## src/rtl/regfile_dump_ctrl.sv

```systemverilog
// Debug dump sequencer: walks the register file through a shared read port,
// stealing only CPU-idle cycles, and streams (address, data) pairs to a sink.
module regfile_dump_ctrl #(
   parameter int NREG       = 32,
   parameter int AW         = 5,
   parameter int DW         = 32,
   parameter int START_ADDR = 0
) (
   input  logic          clk,
   input  logic          reset,
   input  logic          start,
   input  logic          abort,
   input  logic          cpu_rd_req,
   output logic          dbg_grant,
   output logic [AW-1:0] dbg_addr,
   input  logic [DW-1:0] rf_data,
   output logic          out_valid,
   input  logic          out_ready,
   output logic [AW-1:0] out_addr,
   output logic [DW-1:0] out_data,
   output logic          busy,
   output logic          done
);

   typedef enum logic [1:0] {
      ST_IDLE = 2'd0,
      ST_READ = 2'd1,
      ST_HOLD = 2'd2,
      ST_DONE = 2'd3
   } state_t;

   localparam logic [AW-1:0] START_PTR = AW'(START_ADDR);
   localparam logic [AW-1:0] LAST_PTR  = AW'(NREG - 1);

   state_t          state_r, state_s;
   logic [AW-1:0]   ptr_r, ptr_s;
   logic            out_valid_r, out_valid_s;
   logic [AW-1:0]   out_addr_r, out_addr_s;
   logic [DW-1:0]   out_data_r, out_data_s;
   logic            busy_r, done_r;

   // The CPU always wins the shared port; we only borrow it while waiting to capture.
   assign dbg_grant = (state_r == ST_READ) && !cpu_rd_req;
   assign dbg_addr  = ptr_r;
   assign out_valid = out_valid_r;
   assign out_addr  = out_addr_r;
   assign out_data  = out_data_r;
   assign busy      = busy_r;
   assign done      = done_r;

   // Next-state and datapath decode; abort overrides everything except reset.
   always_comb begin
      state_s     = state_r;
      ptr_s       = ptr_r;
      out_valid_s = out_valid_r;
      out_addr_s  = out_addr_r;
      out_data_s  = out_data_r;
      if (abort) begin
         state_s     = ST_IDLE;
         out_valid_s = 1'b0;
         ptr_s       = START_PTR;
      end else begin
         case (state_r)
            ST_IDLE: begin
               if (start) begin
                  ptr_s   = START_PTR;
                  state_s = ST_READ;
               end else begin
                  state_s = ST_IDLE;
               end
            end
            ST_READ: begin
               // Snapshot is taken here; later register writes are not re-read.
               if (!cpu_rd_req) begin
                  out_data_s  = rf_data;
                  out_addr_s  = ptr_r;
                  out_valid_s = 1'b1;
                  state_s     = ST_HOLD;
               end else begin
                  state_s = ST_READ;
               end
            end
            ST_HOLD: begin
               if (out_valid_r && out_ready) begin
                  out_valid_s = 1'b0;
                  if (ptr_r == LAST_PTR) begin
                     state_s = ST_DONE;
                  end else begin
                     ptr_s   = ptr_r + AW'(1);
                     state_s = ST_READ;
                  end
               end else begin
                  state_s = ST_HOLD;
               end
            end
            ST_DONE: begin
               state_s = ST_IDLE;
            end
            default: begin
               state_s = ST_IDLE;
            end
         endcase
      end
   end

   // State, pointer and output registers; busy/done are decoded from the next state.
   always_ff @(posedge clk or negedge reset) begin
      if (!reset) begin
         state_r     <= ST_IDLE;
         ptr_r       <= START_PTR;
         out_valid_r <= 1'b0;
         out_addr_r  <= {AW{1'b0}};
         out_data_r  <= {DW{1'b0}};
         busy_r      <= 1'b0;
         done_r      <= 1'b0;
      end else begin
         state_r     <= state_s;
         ptr_r       <= ptr_s;
         out_valid_r <= out_valid_s;
         out_addr_r  <= out_addr_s;
         out_data_r  <= out_data_s;
         busy_r      <= (state_s != ST_IDLE);
         done_r      <= (state_s == ST_DONE);
      end
   end

endmodule

```

## config.mk

```make
export PLATFORM = sky130hd
export DESIGN_NAME = regfile_dump_ctrl
export DESIGN_NICKNAME = d
export VERILOG_FILES = /design/src/rtl/regfile_dump_ctrl.sv
export SDC_FILE = /design/constraint.sdc
export NUM_CORES = 1
export LEC_CHECK = 0
export ABC_AREA = 1
export CAP_MARGIN = 20
export CORE_UTILIZATION = 43
export CTS_CLUSTER_SIZE = 40
export DETAILED_ROUTE_END_ITERATION = 8
export GPL_ROUTABILITY_DRIVEN = 1
export PLACE_DENSITY_LB_ADDON = 0.12
export SETUP_SLACK_MARGIN = 0.2
export SLEW_MARGIN = 25
export SYNTH_ARGS = -nofsm -noshare
export SYNTH_HDL_FRONTEND = slang
export SYNTH_SLANG_ARGS = --single-unit
```

## constraint.sdc

```tcl
create_clock -name clk -period 1.9 [get_ports clk]
set_input_delay 0.38 -clock clk [delete_from_list [all_inputs] [get_ports clk]]
set_output_delay 0.38 -clock clk [all_outputs]
set_load 0.01 [all_outputs]
```

Word level (Yosys, flattened, before mapping)
Index checks and enable logic that the tools add are counted.
Word-level totals
  register bits after elaboration: 47
  word-level logic and storage cells: 44
Operators by class
  add/subtract/negate cells: 1
  eq/ne operators: 9
  multiplexer cells: 15
  bitwise gates (word level): 2
  reduce and logical (&&, ||, !) cells: 10
Operator list (number)
  two-way mux 5 bit: 4
  != test 3 bit, second input constant: 4
  one-hot mux 5 bit (2 select lines): 1
  two-way mux 2 bit: 4
  one-hot mux 2 bit (4 select lines): 1
  == test 2 bit, second input constant: 3
  AND reduction 3 bit: 2
  nonzero test 3 bit: 2
  adder 5 x 1 -> 5 bit, second input constant: 1
  == test 5 bit, second input constant: 1
  two-way mux 1 bit: 4
  AND reduction 4 bit: 1
  == test 2 x 1 -> 1 bit, second input constant: 1
  logical AND 1 bit: 2
  logical NOT 2 bit: 1
  NOT 1 bit: 2
  one-hot mux 1 bit (2 select lines): 1
  nonzero test 2 bit: 1
  logical NOT 1 bit: 1

Logic depth before layout (Yosys ltp)
  depth in word-level cells: 6
  mapped depth: 10

Least setup slack after synthesis
Ideal clock, no wire load.
  path kind: reg2reg
  start: register ptr_r[0], in the netlist dbg_addr[0]
  end: register ptr_r[2], in the netlist dbg_addr[2]
  library setup time: 126 ps
  arrival: 1343 ps
  data required time: 1774 ps
  setup slack: 431 ps
  stages on the path, launching flop included: 11
  path buffers: 0
  cell sequence: dfrtp_1 > ha_1 > nand2_1 > nor2_1 > ha_1 > inv_1 > nand3_1 > nand3_1 > nand2_2 > nand2_1 > o21ai_0
Between the ends
  word-level cells in the longest chain between the ends: 5
  elaborated cells on any way between the ends: 8
  those cells by class: add/sub (1); eq/ne (2); mux (4); reduce/logical (1)
Ends and longest elaborated chain
  from (decl): RTL line 36  | logic [AW-1:0] ptr_r, ptr_s;
  from (signal assigned): RTL line 118  | ptr_r <= ptr_s;
  adder 5 x 1 -> 5 bit: RTL line 89  | ptr_s = ptr_r + AW'(1);
  two-way mux 5 bit: RTL line 86  | if (ptr_r == LAST_PTR) begin
  two-way mux 5 bit: RTL line 84  | if (out_valid_r && out_ready) begin
  one-hot mux 5 bit (2 select lines): RTL line 63  | case (state_r)
  two-way mux 5 bit: RTL line 58  | if (abort) begin
Parallel ways exist; a longest one is shown, timed or not. The select of a mux whose other input is x is not followed.
A chain may end at the register's enable or synchronous reset.

Worst setup path in the final report
  start: register ptr_r[4], in the netlist dbg_addr[4]
  end: output port dbg_addr[4]
RTL lines
  to (decl): RTL line 15  | output logic [AW-1:0] dbg_addr,
No word-level cell between the ends.

==> flow_summary.ini <==
[floorplan]
start_util_pct = 46.1
ios = 84
die_y_um = 71.3
core.rowCount = 24
design.core.area_um2 = 4470
fp.dieArea_um2 = 5080
die_x_um = 71.3

[synthesis]
synthCells = 225
synth-xor-area-share_pct = 0
synth_fp_nets = 265
synth_edf_count = 0
ys_ff_latch = 47
synthTopCellsByCount = nand2_1 (93), dfrtp_1 (47), nand3_1 (31)
synth_area_per_cell_um2 = 9.16
ys_types = 22
synth-simple-area-share_pct = 32.4
yosys.area_share.adder_pct = 1.21
yosys_warnings = 0
synth.area.mux_share_pct = 0
synth_top_area_cell = dfrtp_1
synth_top_area_share_pct = 57.0
synth_top_family_by_area = simple AND/OR/NAND/NOR gates
synth_area_leaders = dfrtp_1 (57%), nand2_1 (17%), nand3_1 (7.5%)
synth-compound-area-share_pct = 2.18
yosys_most_used_dff = dfrtp_1
syn_area_um2 = 2060
async_flop_share_pct = 100
yosysMostFrequentCell = nand2_1
ys_seq_area_share_pct = 57.0

[critical_path]
path_buf_inv = 1
crit_type = flip-flop to output port
critPathMaxFanout = 4
cp_top_family = buffers and inverters
slowest_delay_ns = 0.57
cp_cell_sequence = clkdlybuf4s50_1
worstSetupStartpoint = dbg_addr[4]
setup.worst_path.end_class = output port
crit-reg2reg-launch = state_r[1]
worst_setup_path_start_kind = flip-flop
arrival_ns = 1.27
crit_slowest_cell = clkdlybuf4s50_1
worstPathRequired_ns = 1.52

[pwr]
p_leak_nw = 1.47
powerDensity_nw_per_um2 = 902
irDropWorstVdd_mv = 0.471

[min_path]
hold_class = input port to asynchronous set/reset pin

[detailed_routing]
first_pass_iters = 7
wirelength_um = 4670
drc_errors = 5
first_iter_violations = 109
avgViaCountPerCell = 4.76
wl_per_cell_um = 12.7
final_antenna_net_count = 0
vias = 1746

[timing]
report.final.slew_viol_count = 0
setup_violations = 0
min_period_over_period_pct = 86.8
fin_ws_ns = 0.252
period_minus_slack_ns = 1.65
max_freq_ghz = 0.607
grt_setup_unrepaired = true
tightest_slew_ns = 0.578
slew_headroom_pct = 61.5
finalHoldViolations = 0
finalSetupTns_ns = 0
finClkSkew_ns = 0.00973

[placement]
hpwl_um = 3190
place_ws_ns = -0.110
io_buffer_count = 83
place_congestion = 0.746

[finish]
n_antenna_cell = 0
utilization_pct = 67.9
nets = 354
area_growth_pct = 47.4
drive_gt1_share_pct = 13.7

[grt]
grt_max_degree = 48
antenna_found_initial = 0
track_usage_pct = 19.5
grt_pass1_wl_um = 7780
grt-ovfl-total = 0
grt_pass1_vias = 1680

[clocking]
cts_hold_buf = 0
clock-sinks = 47
clk_pin_slew_ns = 0.08
cts_tree = done
numCtsBuffers = 5
htreeDepth = 2
cts_buffer_depth = 2
clock_latency_ns = 0.29
cts-root-buf = clkbuf_8

[status]
violations = design-rule violations
status = finished, violations left

[flow_run]
maxCapViolations = 0
## cell usage in the layout, fill, tap and decap left out, types with 2 or more instances in the layout
cell	netlist	final
clkdlybuf4s50_1	0	81
o21ai_0	6	6
nand3_2	9	10
buf_4	1	9
ha_1	2	2
nand3_1	31	30
dfrtp_1	47	44
nor2_1	2	2
inv_1	8	8
nand2_1	93	93
nor2_2	2	2
clkbuf_8	0	5
inv_2	3	3
dfrtp_2	0	3
o21ai_1	2	2
nand2_4	1	2
nand4_1	2	2
## per-layer routing
metal,GRT usage (%),part of all wire (%),vias to the layer above
met5,0,0,-
met4,6.00,1.1,0
met3,5.49,7.4,4
met2,31.0,46,58
met1,26.2,46,791
li1,-,-,893
## sequential cells by signal, summed over array words and instances, names as in the netlist
signal,cells
busy,1
dbg_addr,5
done,1
out_addr,5
out_data,32
out_valid,1
state_r,2
## worst paths after layout
check / slack [ns] / end / depth (start not counted)
setup / recovery: 0.25 / dbg_addr[4] / 1
setup reg to reg: 0.29 / out_data[25] / 8
max in group asynchronous: 1.31 / dbg_addr[0] / 2
hold reg to reg: 0.47 / out_data[7] / 2
hold / removal: 0.17 / out_data[30] / 2
min in group clk: 0.47 / out_data[7] / 2
## kinds of logic (layout without fill, tap and decap cells)
kind of cell             Yosys count  count (layout)
buffers and inverters             23             113
adder cells (fa/ha/maj)            2               2
flip-flops                        47              47
AO/OA/AOI/OAI                      9               9
AND/OR/NAND/NOR                  144             144
## what timing repair did
| action | CTS | global route |
|---|---|---|
| resized for setup | 3 | 6 |
| buffers inserted | 0 | 4 |
| setup endpoints to repair | 3 | 44 |
## cell type report
class,instances,area (µm²)
clock buffer,6,72.6
clock inverter,2,12.5
fill,370,1440
inverter,11,41.3
multi-input combinational,155,748
sequential,47,1180
tap,52,65.1
timing repair buffer,94,920
## stage by stage
stage	instances	total power, mW	hold slack, ns	area, µm²
after CTS	363	2.77	0.193	3000
after global placement	355	2.17	0.453	2910
final	367	2.74	0.168	3040
after detailed placement	355	2.19	0.458	2910
after global routing	367	2.92	0.222	3040
after floorplan	225	1.64	0.0844	2060
## power by group
group / internal [mW] / switching (mW) / total, mW
sequential: 1.20 / 0.104 / 1.30
clock: 0.257 / 0.316 / 0.573
combinational: 0.494 / 0.369 / 0.863
(Power assumes the default switching activity.)
